**src/rtl/el2_ifu_iccm_arb_ctl.sv**
```systemverilog
// ICCM port arbiter: shares the memory among fetch, DMA and the single-bit ECC
// correction writeback, and tags each read return with its requester.
module el2_ifu_iccm_arb_ctl #(
   parameter int ICCM_BITS        = 16,
   parameter int FETCH_STARVE_MAX = 4
) (
   input  logic                 clk,
   input  logic                 rst_l,
   input  logic                 ifc_req,
   input  logic [ICCM_BITS-1:1] ifc_addr,
   output logic                 ifc_gnt,
   input  logic                 dma_req,
   input  logic                 dma_wr,
   input  logic [ICCM_BITS-1:1] dma_addr,
   input  logic [2:0]           dma_size,
   input  logic [77:0]          dma_wdata,
   output logic                 dma_gnt,
   input  logic                 ecc_err_valid,
   input  logic [ICCM_BITS-1:1] ecc_err_addr,
   input  logic [38:0]          ecc_corr_data,
   output logic                 iccm_wren,
   output logic                 iccm_rden,
   output logic [ICCM_BITS-1:1] iccm_rw_addr,
   output logic [2:0]           iccm_wr_size,
   output logic [77:0]          iccm_wr_data,
   output logic                 iccm_buf_correct_ecc,
   output logic                 iccm_correction_state,
   output logic                 ifc_rd_vld,
   output logic                 dma_rd_vld,
   output logic                 corr_drop
);

   typedef enum logic [1:0] {
      IDLE      = 2'd0,
      CORR_WAIT = 2'd1,
      CORR_WR   = 2'd2
   } state_e;

   localparam logic [3:0] STARVE_MAX = 4'(FETCH_STARVE_MAX);

   state_e               state_q, state_d;
   logic [3:0]           starve_q, starve_d;
   logic [ICCM_BITS-1:1] corrAddr_q;
   logic [38:0]          corrData_q;
   logic                 ifcRdVld_q, dmaRdVld_q;
   logic                 fetchForced;

   always_ff @(posedge clk or negedge rst_l) begin
      if (!rst_l) state_q <= IDLE;
      else        state_q <= state_d;
   end

   always_comb begin
      state_d = state_q;
      unique case (state_q)
         IDLE:      if (ecc_err_valid) state_d = CORR_WAIT;
         CORR_WAIT: state_d = CORR_WR;
         CORR_WR:   state_d = IDLE;
         default:   state_d = IDLE;
      endcase
   end

   // Grants are gated by rst_l so every output reads 0 while reset is held.
   always_comb begin
      fetchForced           = (starve_q == STARVE_MAX);
      ifc_gnt               = 1'b0;
      dma_gnt               = 1'b0;
      iccm_wren             = 1'b0;
      iccm_rden             = 1'b0;
      iccm_rw_addr          = '0;
      iccm_wr_size          = 3'b000;
      iccm_wr_data          = '0;
      iccm_buf_correct_ecc  = 1'b0;
      iccm_correction_state = (state_q != IDLE);
      corr_drop             = ecc_err_valid && (state_q != IDLE);
      if (state_q == IDLE && rst_l) begin
         dma_gnt = dma_req && (!ifc_req || !fetchForced);
         ifc_gnt = ifc_req && (!dma_req || fetchForced);
      end
      if (state_q == CORR_WR) begin
         iccm_wren            = 1'b1;
         iccm_buf_correct_ecc = 1'b1;
         iccm_rw_addr         = corrAddr_q;
         iccm_wr_size         = 3'b010;
         iccm_wr_data         = {corrData_q, corrData_q};
      end else if (ifc_gnt) begin
         iccm_rden    = 1'b1;
         iccm_rw_addr = ifc_addr;
      end else if (dma_gnt) begin
         iccm_rw_addr = dma_addr;
         if (dma_wr) begin
            iccm_wren    = 1'b1;
            iccm_wr_size = dma_size;
            iccm_wr_data = dma_wdata;
         end else begin
            iccm_rden = 1'b1;
         end
      end
   end

   // Starvation count holds while a correction blocks both requesters.
   always_comb begin
      starve_d = starve_q;
      if (dma_gnt && ifc_req) begin
         if (starve_q != STARVE_MAX) starve_d = starve_q + 4'd1;
      end else if (ifc_gnt || !ifc_req) begin
         starve_d = 4'd0;
      end
   end

   always_ff @(posedge clk or negedge rst_l) begin
      if (!rst_l) begin
         starve_q   <= 4'd0;
         corrAddr_q <= '0;
         corrData_q <= '0;
         ifcRdVld_q <= 1'b0;
         dmaRdVld_q <= 1'b0;
      end else begin
         starve_q   <= starve_d;
         ifcRdVld_q <= ifc_gnt;
         dmaRdVld_q <= dma_gnt && !dma_wr;
         if (state_q == IDLE && ecc_err_valid) begin
            corrAddr_q <= ecc_err_addr;
            corrData_q <= ecc_corr_data;
         end
      end
   end

   assign ifc_rd_vld = ifcRdVld_q;
   assign dma_rd_vld = dmaRdVld_q;

endmodule

```
**config.mk**
```make
export PLATFORM = sky130hd
export DESIGN_NAME = el2_ifu_iccm_arb_ctl
export DESIGN_NICKNAME = d
export VERILOG_FILES = /design/src/rtl/el2_ifu_iccm_arb_ctl.sv
export SDC_FILE = /design/constraint.sdc
export NUM_CORES = 1
export LEC_CHECK = 0
export BUFFER_PORTS_ARGS = -buffer_cell sky130_fd_sc_hd__buf_4
export CAP_MARGIN = 20
export CORE_AREA = 2 2 108 110
export CTS_CLUSTER_DIAMETER = 120
export DETAILED_ROUTE_END_ITERATION = 10
export DIE_AREA = 0 0 110 112
export GPL_TIMING_DRIVEN = 0
export PLACE_DENSITY = 0.67
export REMOVE_ABC_BUFFERS = 1
export SETUP_SLACK_MARGIN = 0.5
export SLEW_MARGIN = 0
export SYNTH_ARGS = -nofsm -noshare
export SYNTH_HDL_FRONTEND = slang
export SYNTH_SLANG_ARGS = --single-unit
```
**constraint.sdc**
```tcl
create_clock -name clk -period 5.07 [get_ports clk]
set_clock_uncertainty 0.15 [all_clocks]
set_input_delay 0 -clock clk [delete_from_list [all_inputs] [get_ports clk]]
set_output_delay 0 -clock clk [all_outputs]
set_load 0.02 [all_outputs]
```
==> results of run 1 <==
area by class of cell:
type	instances	area (µm²)	area share (%)
inverter	4	15.0	0.226
clock inverter	4	47.5	0.715
tap	143	179	2.69
timing repair buffer	344	2790	42.0
clock buffer	11	243	3.65
sequential	62	1550	23.3
multi-input combinational	201	1820	27.4
through the flow:
stage,utilization (%),setup WS [ns]
global route,59.5,1.78
detailed placement,51.4,2.53
floorplan,-,-0.942
global placement,50.2,-3.29
finish,59.5,1.98
CTS,59.4,1.97
worst min path at each step:
stage | start | to | slack (ns) | cells after the start
3_5_place_dp | rst_l | corrData_q[2]$_DFFE_PN0P_ | 0.0002 | 1
2_1_floorplan | rst_l | corrAddr_q[10]$_DFFE_PN0P_ | -0.45 | 0
5_1_grt | dma_size[1] | iccm_wr_size[1] | 0.16 | 3
4_1_cts | dma_size[1] | iccm_wr_size[1] | 0.16 | 3
6_report | dma_size[1] | iccm_wr_size[1] | 0.15 | 3
3_3_place_gp | rst_l | corrAddr_q[5]$_DFFE_PN0P_ | -0.007 | 1
sequential cells by signal (all words and copies together) (netlist names):
| register | cells |
|---|---|
| state_q | 2 |
| ifc_rd_vld | 1 |
| starve_q | 4 |
| dma_rd_vld | 1 |
| corrData_q | 39 |
| corrAddr_q | 15 |
layout by cell type, fill, tap and decap left out, types with 2 or more instances in the layout:
cell type      count
nand3_1            3
dfrtp_1           62
buf_4            276
a21oi_1            2
clkbuf_16          9
a22o_1            78
inv_1              4
and2_1            18
buf_6              5
a221o_1           15
nand2_1            6
and4b_1            2
nand4_1            3
buf_12             3
clkinv_2           2
or2_2              3
ha_1               2
dlygate4sd3_1     60
mux2_2            54
kinds of logic after synthesis:
kind of cell / after synthesis / share of synthesized area, %
AOI/OAI and AO/OA: 99 / 25.1
adders and majority gates: 2 / 0.710
buffers and inverters: 32 / 4.83
DFF: 62 / 44.0
muxes: 54 / 17.2
and+or+nand+nor: 46 / 8.09
what timing repair did:
item                                    4_1_cts  5_1_grt
endpoints found under the hold margin       122        0
endpoints found under the setup margin        0        0
hold buffers                                 60        0
synthesized netlist by cell type, drive strengths merged:
library cell,count
or2,3
a31oi,1
a21oi,2
a221o,15
nor3,1
nor2,2
and2,18
inv,4
nand3b,1
nand3,3
clkbuf,15
buf,13
mux2,54
nand4,3
a21o,1
or3b,1
nor2b,2
dfrtp,62
o311ai,1
a211oi,1
nand4bb,1
nand2,6
a22o,78
ha,2
and4b,2
nor3b,2
or4,1
worst min-delay path, delay by kind of cell:
kind | cells | cell delay, ns
AO/OA/AOI/OAI | 1 | 0.09
buffers and inverters | 2 | 0.21
per-layer routing:
metal	routed length (µm)	vias up	track usage (%)	part of all wire, %
met4	112	0	4.22	0.93
met1	4610	1832	20.6	38
met3	1050	8	4.80	8.7
li1	-	1804	-	-
met5	0	-	0	0
met2	6330	173	34.6	52
power groups by stage:
stage	Combinational (mW)	Sequential, mW	Clock (mW)
2_1_floorplan	0.424	0.676	0
3_3_place_gp	0.728	0.697	0
3_5_place_dp	0.747	0.705	0
4_1_cts	0.786	0.697	0.614
5_1_grt	0.835	0.716	0.635
6_report	0.782	0.696	0.590
==> metrics.txt, run 1 <==
# TYPE chip_impl_metric gauge
chip_impl_info{name="crit_chain",value="dlygate4sd3_1, buf_4, or3b_1, a211oi_4, a221o_1, buf_4"} 1
chip_impl_metric{name="drc_errors",unit=""} 0
chip_impl_metric{name="worst_case_clock_buffer_depth",unit=""} 2
chip_impl_metric{name="maxSlewHeadroom",unit="%"} 45.1
chip_impl_metric{name="wirelength",unit="µm"} 12100
chip_impl_metric{name="report.final.setup_viol",unit=""} 0
chip_impl_info{name="crit_path_start",value="rst_l"} 1
chip_impl_metric{name="post_cts_setup_buffer_count",unit=""} 0
chip_impl_metric{name="drt_iter0_markers",unit=""} 130
chip_impl_metric{name="synth-warning-count",unit=""} 0
chip_impl_metric{name="cap_viol_max_count",unit=""} 0
chip_impl_metric{name="cts_htree_levels",unit=""} 3
chip_impl_metric{name="antenna_found_initial",unit=""} 0
chip_impl_metric{name="synth-seq-area-share",unit="%"} 44.0
chip_impl_metric{name="die_area",unit="µm²"} 12300
chip_impl_info{name="unrepaired_setup_endpoints_after_global_routing",value="false"} 1
chip_impl_metric{name="pwr-share-clk",unit="%"} 28.5
chip_impl_metric{name="crit_buf_inv",unit=""} 3
chip_impl_info{name="worst_setup_path_endpoint",value="iccm_rw_addr[15]"} 1
chip_impl_metric{name="post_synth_instance_area",unit="µm²"} 3530
chip_impl_metric{name="number_of_cells_in_the_design_after_placement",unit=""} 693
chip_impl_metric{name="die_width",unit="µm"} 110
chip_impl_metric{name="cts-resized-gates",unit=""} 0
chip_impl_metric{name="r2r_setup_slack",unit="ns"} 2.74
chip_impl_metric{name="placed_cell_area",unit="µm²"} 5750
chip_impl_metric{name="powerDensity",unit="nW/µm²"} 311
chip_impl_info{name="min-delay-path-class",value="in -> out"} 1
chip_impl_metric{name="setup_total_negative_slack",unit="ns"} 0
chip_impl_metric{name="post-dp-hpwl",unit="µm"} 8760
chip_impl_metric{name="synth_top_area_share",unit="%"} 44.0
chip_impl_metric{name="worstMarginPinSlew",unit="ns"} 0.821
chip_impl_metric{name="remaining_global_route_overflow",unit=""} 0
chip_impl_info{name="synth.largest_area_cell",value="dfrtp_1"} 1
chip_impl_metric{name="cts_buffer_count",unit=""} 9
chip_impl_metric{name="track_usage",unit="%"} 18.6
chip_impl_metric{name="drtAntennaViolNets",unit=""} 0
chip_impl_metric{name="worst_r2r_path_depth",unit=""} 4
chip_impl_metric{name="average_instance_area_after_synthesis",unit="µm²"} 12.0
chip_impl_metric{name="worstPathArrival",unit="ns"} 2.94
chip_impl_info{name="timing.critical_path.mode_cell",value="buf_4"} 1
chip_impl_metric{name="final-instance-count-excl-fill",unit=""} 769
chip_impl_info{name="critical_path.reg2reg.endpoint",value="corrData_q[36]$_DFFE_PN0P_"} 1
chip_impl_metric{name="vdd_drop_max",unit="µV"} 198
chip_impl_info{name="endpoint_kind",value="primary output"} 1
chip_impl_info{name="clockRootBuffer",value="clkbuf_16"} 1
chip_impl_metric{name="floorplan.core_area",unit="µm²"} 11200
chip_impl_metric{name="finalMaxSlewViolations",unit=""} 0
chip_impl_info{name="synth.top_cells.by_area",value="dfrtp_1 44%, a22o_1 19%, mux2_2 17%"} 1
chip_impl_metric{name="global_placement_routability_congestion",unit=""} 0.775
chip_impl_metric{name="flow.area_growth_from_synthesis",unit="%"} 88.5
chip_impl_metric{name="post-layout-total-power",unit="mW"} 2.07
chip_impl_metric{name="global_route_wire_length_before_repair",unit="µm"} 18300
chip_impl_metric{name="clkLatencyLatePin",unit="ns"} 0.31
chip_impl_info{name="criticalPathCategory",value="in -> out"} 1
chip_impl_metric{name="power.leakage",unit="nW"} 3.25
chip_impl_metric{name="postSynthCellCount",unit=""} 295
chip_impl_metric{name="cp_data_required_time",unit="ns"} 4.92
chip_impl_metric{name="holdWs",unit="ns"} 0.155
chip_impl_metric{name="p_sw_share",unit="%"} 30.4
chip_impl_info{name="timing.critical_path.slowest_stage_cell",value="a211oi_4"} 1
chip_impl_metric{name="vias",unit=""} 3817
chip_impl_metric{name="antenna_cells",unit=""} 0
chip_impl_info{name="outcome",value="finished clean"} 1
chip_impl_metric{name="maximum_number_of_pins_on_one_net_before_global_route_repair",unit=""} 66
chip_impl_metric{name="fillerInstances",unit=""} 930
chip_impl_metric{name="ys_ff_latch",unit=""} 62
chip_impl_metric{name="min_period_over_period",unit="%"} 61.0
chip_impl_metric{name="port_buffers",unit=""} 275
chip_impl_metric{name="critical-path-max-stage-delay",unit="ns"} 0.75
chip_impl_info{name="crit_family",value="buffers and inverters"} 1
chip_impl_metric{name="crit_fanout",unit=""} 65
chip_impl_metric{name="layout.nets",unit=""} 795
chip_impl_metric{name="detail_route.wl_per_cell",unit="µm"} 15.7
chip_impl_metric{name="drive_gt1_share",unit="%"} 57.3
chip_impl_metric{name="report.final.hold_viol_count",unit=""} 0
chip_impl_metric{name="route.detailed.vias_per_inst",unit=""} 4.96
chip_impl_metric{name="period_minus_slack",unit="ns"} 3.09
chip_impl_metric{name="die_y",unit="µm"} 112
chip_impl_metric{name="share_seq_of_total_power",unit="%"} 33.7
chip_impl_metric{name="grt_pass1_vias",unit=""} 3918
chip_impl_metric{name="p_comb_share",unit="%"} 37.8
chip_impl_metric{name="power.net_switching",unit="µW"} 628
chip_impl_info{name="critical_path.reg2reg.startpoint",value="state_q[0]$_DFFE_PN0P_"} 1
chip_impl_metric{name="initial_core_util",unit="%"} 31.6
chip_impl_info{name="startpoint_type",value="input pin"} 1
chip_impl_metric{name="number_of_distinct_library_cells_after_synthesis",unit=""} 30
chip_impl_metric{name="count_of_tritonroute_iterations_in_the_first_routing_pass",unit=""} 4
chip_impl_metric{name="placementRows",unit=""} 39
chip_impl_metric{name="internal-power",unit="mW"} 1.44
chip_impl_metric{name="final_instance_area",unit="µm²"} 6650
chip_impl_metric{name="timing.fmax",unit="MHz"} 324
chip_impl_metric{name="boundaryPins",unit=""} 276
chip_impl_metric{name="numClockSinks",unit=""} 62
chip_impl_metric{name="critical_path_cell_count",unit=""} 6
chip_impl_info{name="tritoncts",value="yes"} 1
No activity file was read; power rests on OpenSTA's default activity.
==> inputs of run 2 (changes only) <==
- ABC_AREA: unset -> 1
- CORE_AREA: 2 2 108 110 -> 2 2 107 109
- DIE_AREA: 0 0 110 112 -> 0 0 109 111
- PLACE_DENSITY: 0.67 -> 0.72
- clock period: 5.07 -> 3.2 ns (I/O delays scaled with it)
==> run 2 against run 1 <==
Utilization is 3.6 points higher. Setup slack worse by 1.4 ns. Register-to-register slack got worse by 1.7 ns. Largest cell class unchanged.
==> metrics.txt, run 2 <==
# TYPE chip_impl_metric gauge
chip_impl_metric{name="drtAntennaViolNets",unit=""} 0
chip_impl_metric{name="min_period_over_period",unit="%"} 80.7
chip_impl_metric{name="cap_viol_max_count",unit=""} 0
chip_impl_metric{name="number_of_cells_in_the_design_after_placement",unit=""} 953
chip_impl_metric{name="ys_async_sr_fraction",unit="%"} 100
chip_impl_metric{name="flow.area_growth_from_synthesis",unit="%"} 75.5
chip_impl_info{name="reg.largest.list",value="corrData_q x39, corrAddr_q x15, starve_q x4"} 1
chip_impl_metric{name="cts_htree_levels",unit=""} 3
chip_impl_metric{name="clkTransAtPathRegs",unit="ns"} 0.06
chip_impl_metric{name="number_of_distinct_library_cells_after_synthesis",unit=""} 18
chip_impl_metric{name="count_of_tritonroute_iterations_in_the_first_routing_pass",unit=""} 5
chip_impl_info{name="ys.flop_type",value="dfrtp_1"} 1
chip_impl_metric{name="die_area",unit="µm²"} 12100
chip_impl_metric{name="final-instance-count-excl-fill",unit=""} 1028
chip_impl_metric{name="powerDensity",unit="nW/µm²"} 444
chip_impl_info{name="outcome",value="finished clean"} 1
chip_impl_metric{name="post-layout-total-power",unit="mW"} 3.10
chip_impl_metric{name="antenna_found_initial",unit=""} 0
chip_impl_info{name="layout_commonest_cell",value="nand2_1"} 1
chip_impl_metric{name="multi_input_combinational_cell_area",unit="µm²"} 2190
chip_impl_metric{name="die_y",unit="µm"} 111
chip_impl_info{name="clockRootBuffer",value="clkbuf_16"} 1
chip_impl_metric{name="global_placement_routability_congestion",unit=""} 0.831
chip_impl_metric{name="vias",unit=""} 4924
chip_impl_metric{name="remaining_global_route_overflow",unit=""} 0
chip_impl_metric{name="setup_total_negative_slack",unit="ns"} 0
chip_impl_metric{name="synth_edf_count",unit=""} 0
chip_impl_metric{name="cts_buffer_count",unit=""} 9
chip_impl_info{name="synth.largest_area_cell",value="dfrtp_1"} 1
chip_impl_metric{name="pwr-share-clk",unit="%"} 28.0
chip_impl_metric{name="critical-path-max-stage-delay",unit="ns"} 0.40
chip_impl_metric{name="wirelength",unit="µm"} 14200
chip_impl_info{name="synth.top_cells.by_area",value="dfrtp_1 39%, nand2_1 29%, o21ai_2 12%"} 1
chip_impl_metric{name="detail_route.wl_per_cell",unit="µm"} 13.8
chip_impl_info{name="tritoncts",value="yes"} 1
chip_impl_info{name="crit_family",value="buffers and inverters"} 1
chip_impl_metric{name="clkLatencyLatePin",unit="ns"} 0.32
chip_impl_metric{name="layout.nets",unit=""} 1053
chip_impl_metric{name="worstMarginPinSlew",unit="ns"} 0.811
chip_impl_metric{name="initial_core_util",unit="%"} 35.9
chip_impl_metric{name="ys_ff_latch",unit=""} 62
chip_impl_metric{name="vdd_drop_max",unit="µV"} 253
chip_impl_metric{name="p_comb_share",unit="%"} 38.1
chip_impl_metric{name="drc_errors",unit=""} 0
chip_impl_metric{name="cp_data_required_time",unit="ns"} 3.05
chip_impl_metric{name="placement.setup.worst_slack",unit="ns"} 0.414
chip_impl_metric{name="synth_top_area_share",unit="%"} 39.0
chip_impl_metric{name="post-dp-hpwl",unit="µm"} 9800
chip_impl_metric{name="drt_iter0_markers",unit=""} 225
chip_impl_metric{name="ff_latch_area",unit="µm²"} 1550
chip_impl_metric{name="port_buffers",unit=""} 275
chip_impl_metric{name="average_instance_area_after_synthesis",unit="µm²"} 6.97
chip_impl_metric{name="power.leakage",unit="nW"} 3.76
chip_impl_metric{name="crit_fanout",unit=""} 65
chip_impl_info{name="layout_common_cells",value="309 x nand2_1, 275 x buf_4, 62 x dfrtp_1, 57 x dlygate4sd3_1, 56 x o21ai_2"} 1
chip_impl_metric{name="finalMaxSlewViolations",unit=""} 0
chip_impl_metric{name="placementRows",unit=""} 39
chip_impl_metric{name="report.final.hold_viol_count",unit=""} 0
chip_impl_metric{name="post_cts_setup_buffer_count",unit=""} 0
chip_impl_metric{name="internal-power",unit="mW"} 2.02
chip_impl_metric{name="worst_slack",unit="ns"} 0.617
chip_impl_metric{name="share_seq_of_total_power",unit="%"} 33.9
chip_impl_info{name="startpoint_type",value="flop"} 1
chip_impl_metric{name="flip_flop_count_of_the_largest_register_all_copies_and_words_added",unit=""} 39
chip_impl_metric{name="worst_case_clock_buffer_depth",unit=""} 2
chip_impl_metric{name="period_minus_slack",unit="ns"} 2.58
chip_impl_metric{name="report.final.setup_viol",unit=""} 0
chip_impl_metric{name="crit_buf_inv",unit=""} 3
chip_impl_metric{name="postSynthCellCount",unit=""} 571
chip_impl_metric{name="timing.fmax",unit="MHz"} 387
chip_impl_metric{name="fillerInstances",unit=""} 949
chip_impl_metric{name="post_synth_instance_area",unit="µm²"} 3980
chip_impl_info{name="min-delay-path-class",value="in -> async"} 1
chip_impl_metric{name="floorplan.core_area",unit="µm²"} 11100
chip_impl_metric{name="synth-warning-count",unit=""} 0
chip_impl_metric{name="drive_gt1_share",unit="%"} 40.3
chip_impl_metric{name="track_usage",unit="%"} 22.7
chip_impl_metric{name="die_width",unit="µm"} 109
chip_impl_info{name="criticalPathCategory",value="reg -> out"} 1
chip_impl_info{name="timing.critical_path.slowest_stage_cell",value="dfrtp_1"} 1
chip_impl_info{name="largest-register",value="corrData_q"} 1
chip_impl_metric{name="p_sw_share",unit="%"} 34.7
chip_impl_metric{name="grt_pass1_vias",unit=""} 4905
chip_impl_metric{name="numClockSinks",unit=""} 62
chip_impl_metric{name="route.detailed.vias_per_inst",unit=""} 4.79
chip_impl_metric{name="worstPathArrival",unit="ns"} 2.43
chip_impl_metric{name="maximum_number_of_pins_on_one_net_before_global_route_repair",unit=""} 85
chip_impl_info{name="crit_chain",value="inv_1, ha_1, nand4_4, nand2_8, buf_16, o21ai_0, buf_4"} 1
chip_impl_metric{name="antenna_cells",unit=""} 0
chip_impl_metric{name="global_route_wire_length_before_repair",unit="µm"} 22300
chip_impl_info{name="synth_common_cells",value="309 x nand2_1, 62 x dfrtp_1, 56 x o21ai_2, 49 x nand3_1, 26 x o21ai_0"} 1
chip_impl_info{name="endpoint_kind",value="primary output"} 1
chip_impl_metric{name="synth-seq-area-share",unit="%"} 39.0
chip_impl_metric{name="boundaryPins",unit=""} 276
chip_impl_metric{name="maxSlewHeadroom",unit="%"} 45.9
chip_impl_info{name="synthMostInstantiatedCell",value="nand2_1"} 1
chip_impl_metric{name="power.net_switching",unit="mW"} 1.08
chip_impl_info{name="unrepaired_setup_endpoints_after_global_routing",value="false"} 1
run 2: worst paths after layout:
| kind | startpoint | end | slack, ns | cells after the start |
|---|---|---|---|---|
| worst max-delay path | starve_q[0]$_DFFE_PN0P_ | iccm_wr_data[1] | 0.62 | 7 |
| worst min-delay path | rst_l | corrData_q[22]$_DFFE_PN0P_ | 0.14 | 3 |
| worst max register to register | starve_q[0]$_DFFE_PN0P_ | dma_rd_vld$_DFF_PN0_ | 1.09 | 6 |
| worst min register to register | corrData_q[36]$_DFFE_PN0P_ | corrData_q[36]$_DFFE_PN0P_ | 0.33 | 2 |
| max in group asynchronous | rst_l | corrData_q[26]$_DFFE_PN0P_ | 2.46 | 3 |
| min in group clk | dma_wr | dma_rd_vld$_DFF_PN0_ | 0.14 | 2 |
run 2: cell type report:
class / instances / area share [%]
flip-flops and latches: 62 / 22.2
clock inverters: 4 / 0.322
inverters: 14 / 0.788
multi-input cells: 457 / 31.4
well taps: 143 / 2.56
repair buffers: 336 / 39.2
clock buffers: 12 / 3.53
run 2: logic make-up after synthesis:
group | share of synthesized area, %
AND/OR/NAND/NOR | 37.7
flip-flops | 39.0
XOR/XNOR | 0.440
buffers and inverters | 6.67
adder cells (fa/ha/maj) | 0.629
AO/OA/AOI/OAI | 15.6
run 2: power groups by stage:
stage / clock, mW / sequential, mW / combinational, mW
after floorplan: 0 / 1.03 / 0.585
after global placement: 0 / 1.05 / 1.07
after detailed placement: 0 / 1.06 / 1.11
after CTS: 0.893 / 1.05 / 1.18
after global routing: 0.926 / 1.07 / 1.28
final: 0.868 / 1.05 / 1.18
run 2: repair_timing:
| item | CTS | global route |
|---|---|---|
| pin swaps | 0 | 1 |
| gates resized for setup | 3 | 0 |
| endpoints found under the setup margin | 118 | 2 |
| hold buffers | 57 | 1 |
| endpoints found under the hold margin | 120 | 3 |
| cloned | 0 | 0 |
run 2: per-layer routing:
metal  track usage [%]  wire length [µm]  vias up
met4              4.87               197        0
li1                  -                 -     2420
met5                 0                 0        -
met1              24.9              5490     2299
met2              44.1              7620      186
met3              4.29               888       19
run 2: per-stage QoR:
step           hold slack (ns)  cell area (µm²)  utilization (%)
6_report                 0.136             6980             63.1
5_1_grt                  0.180             6980             63.1
4_1_cts                  0.111             6950             62.8
3_5_place_dp            0.0132             6080             54.9
3_3_place_gp          -0.00951             6010             54.3
2_1_floorplan           -0.446             3770                -
run 2: tightest hold or removal path: stages:
cell and delay, ns:
dlygate4sd3_1 0.53, buf_4 0.17, buf_16 0.28
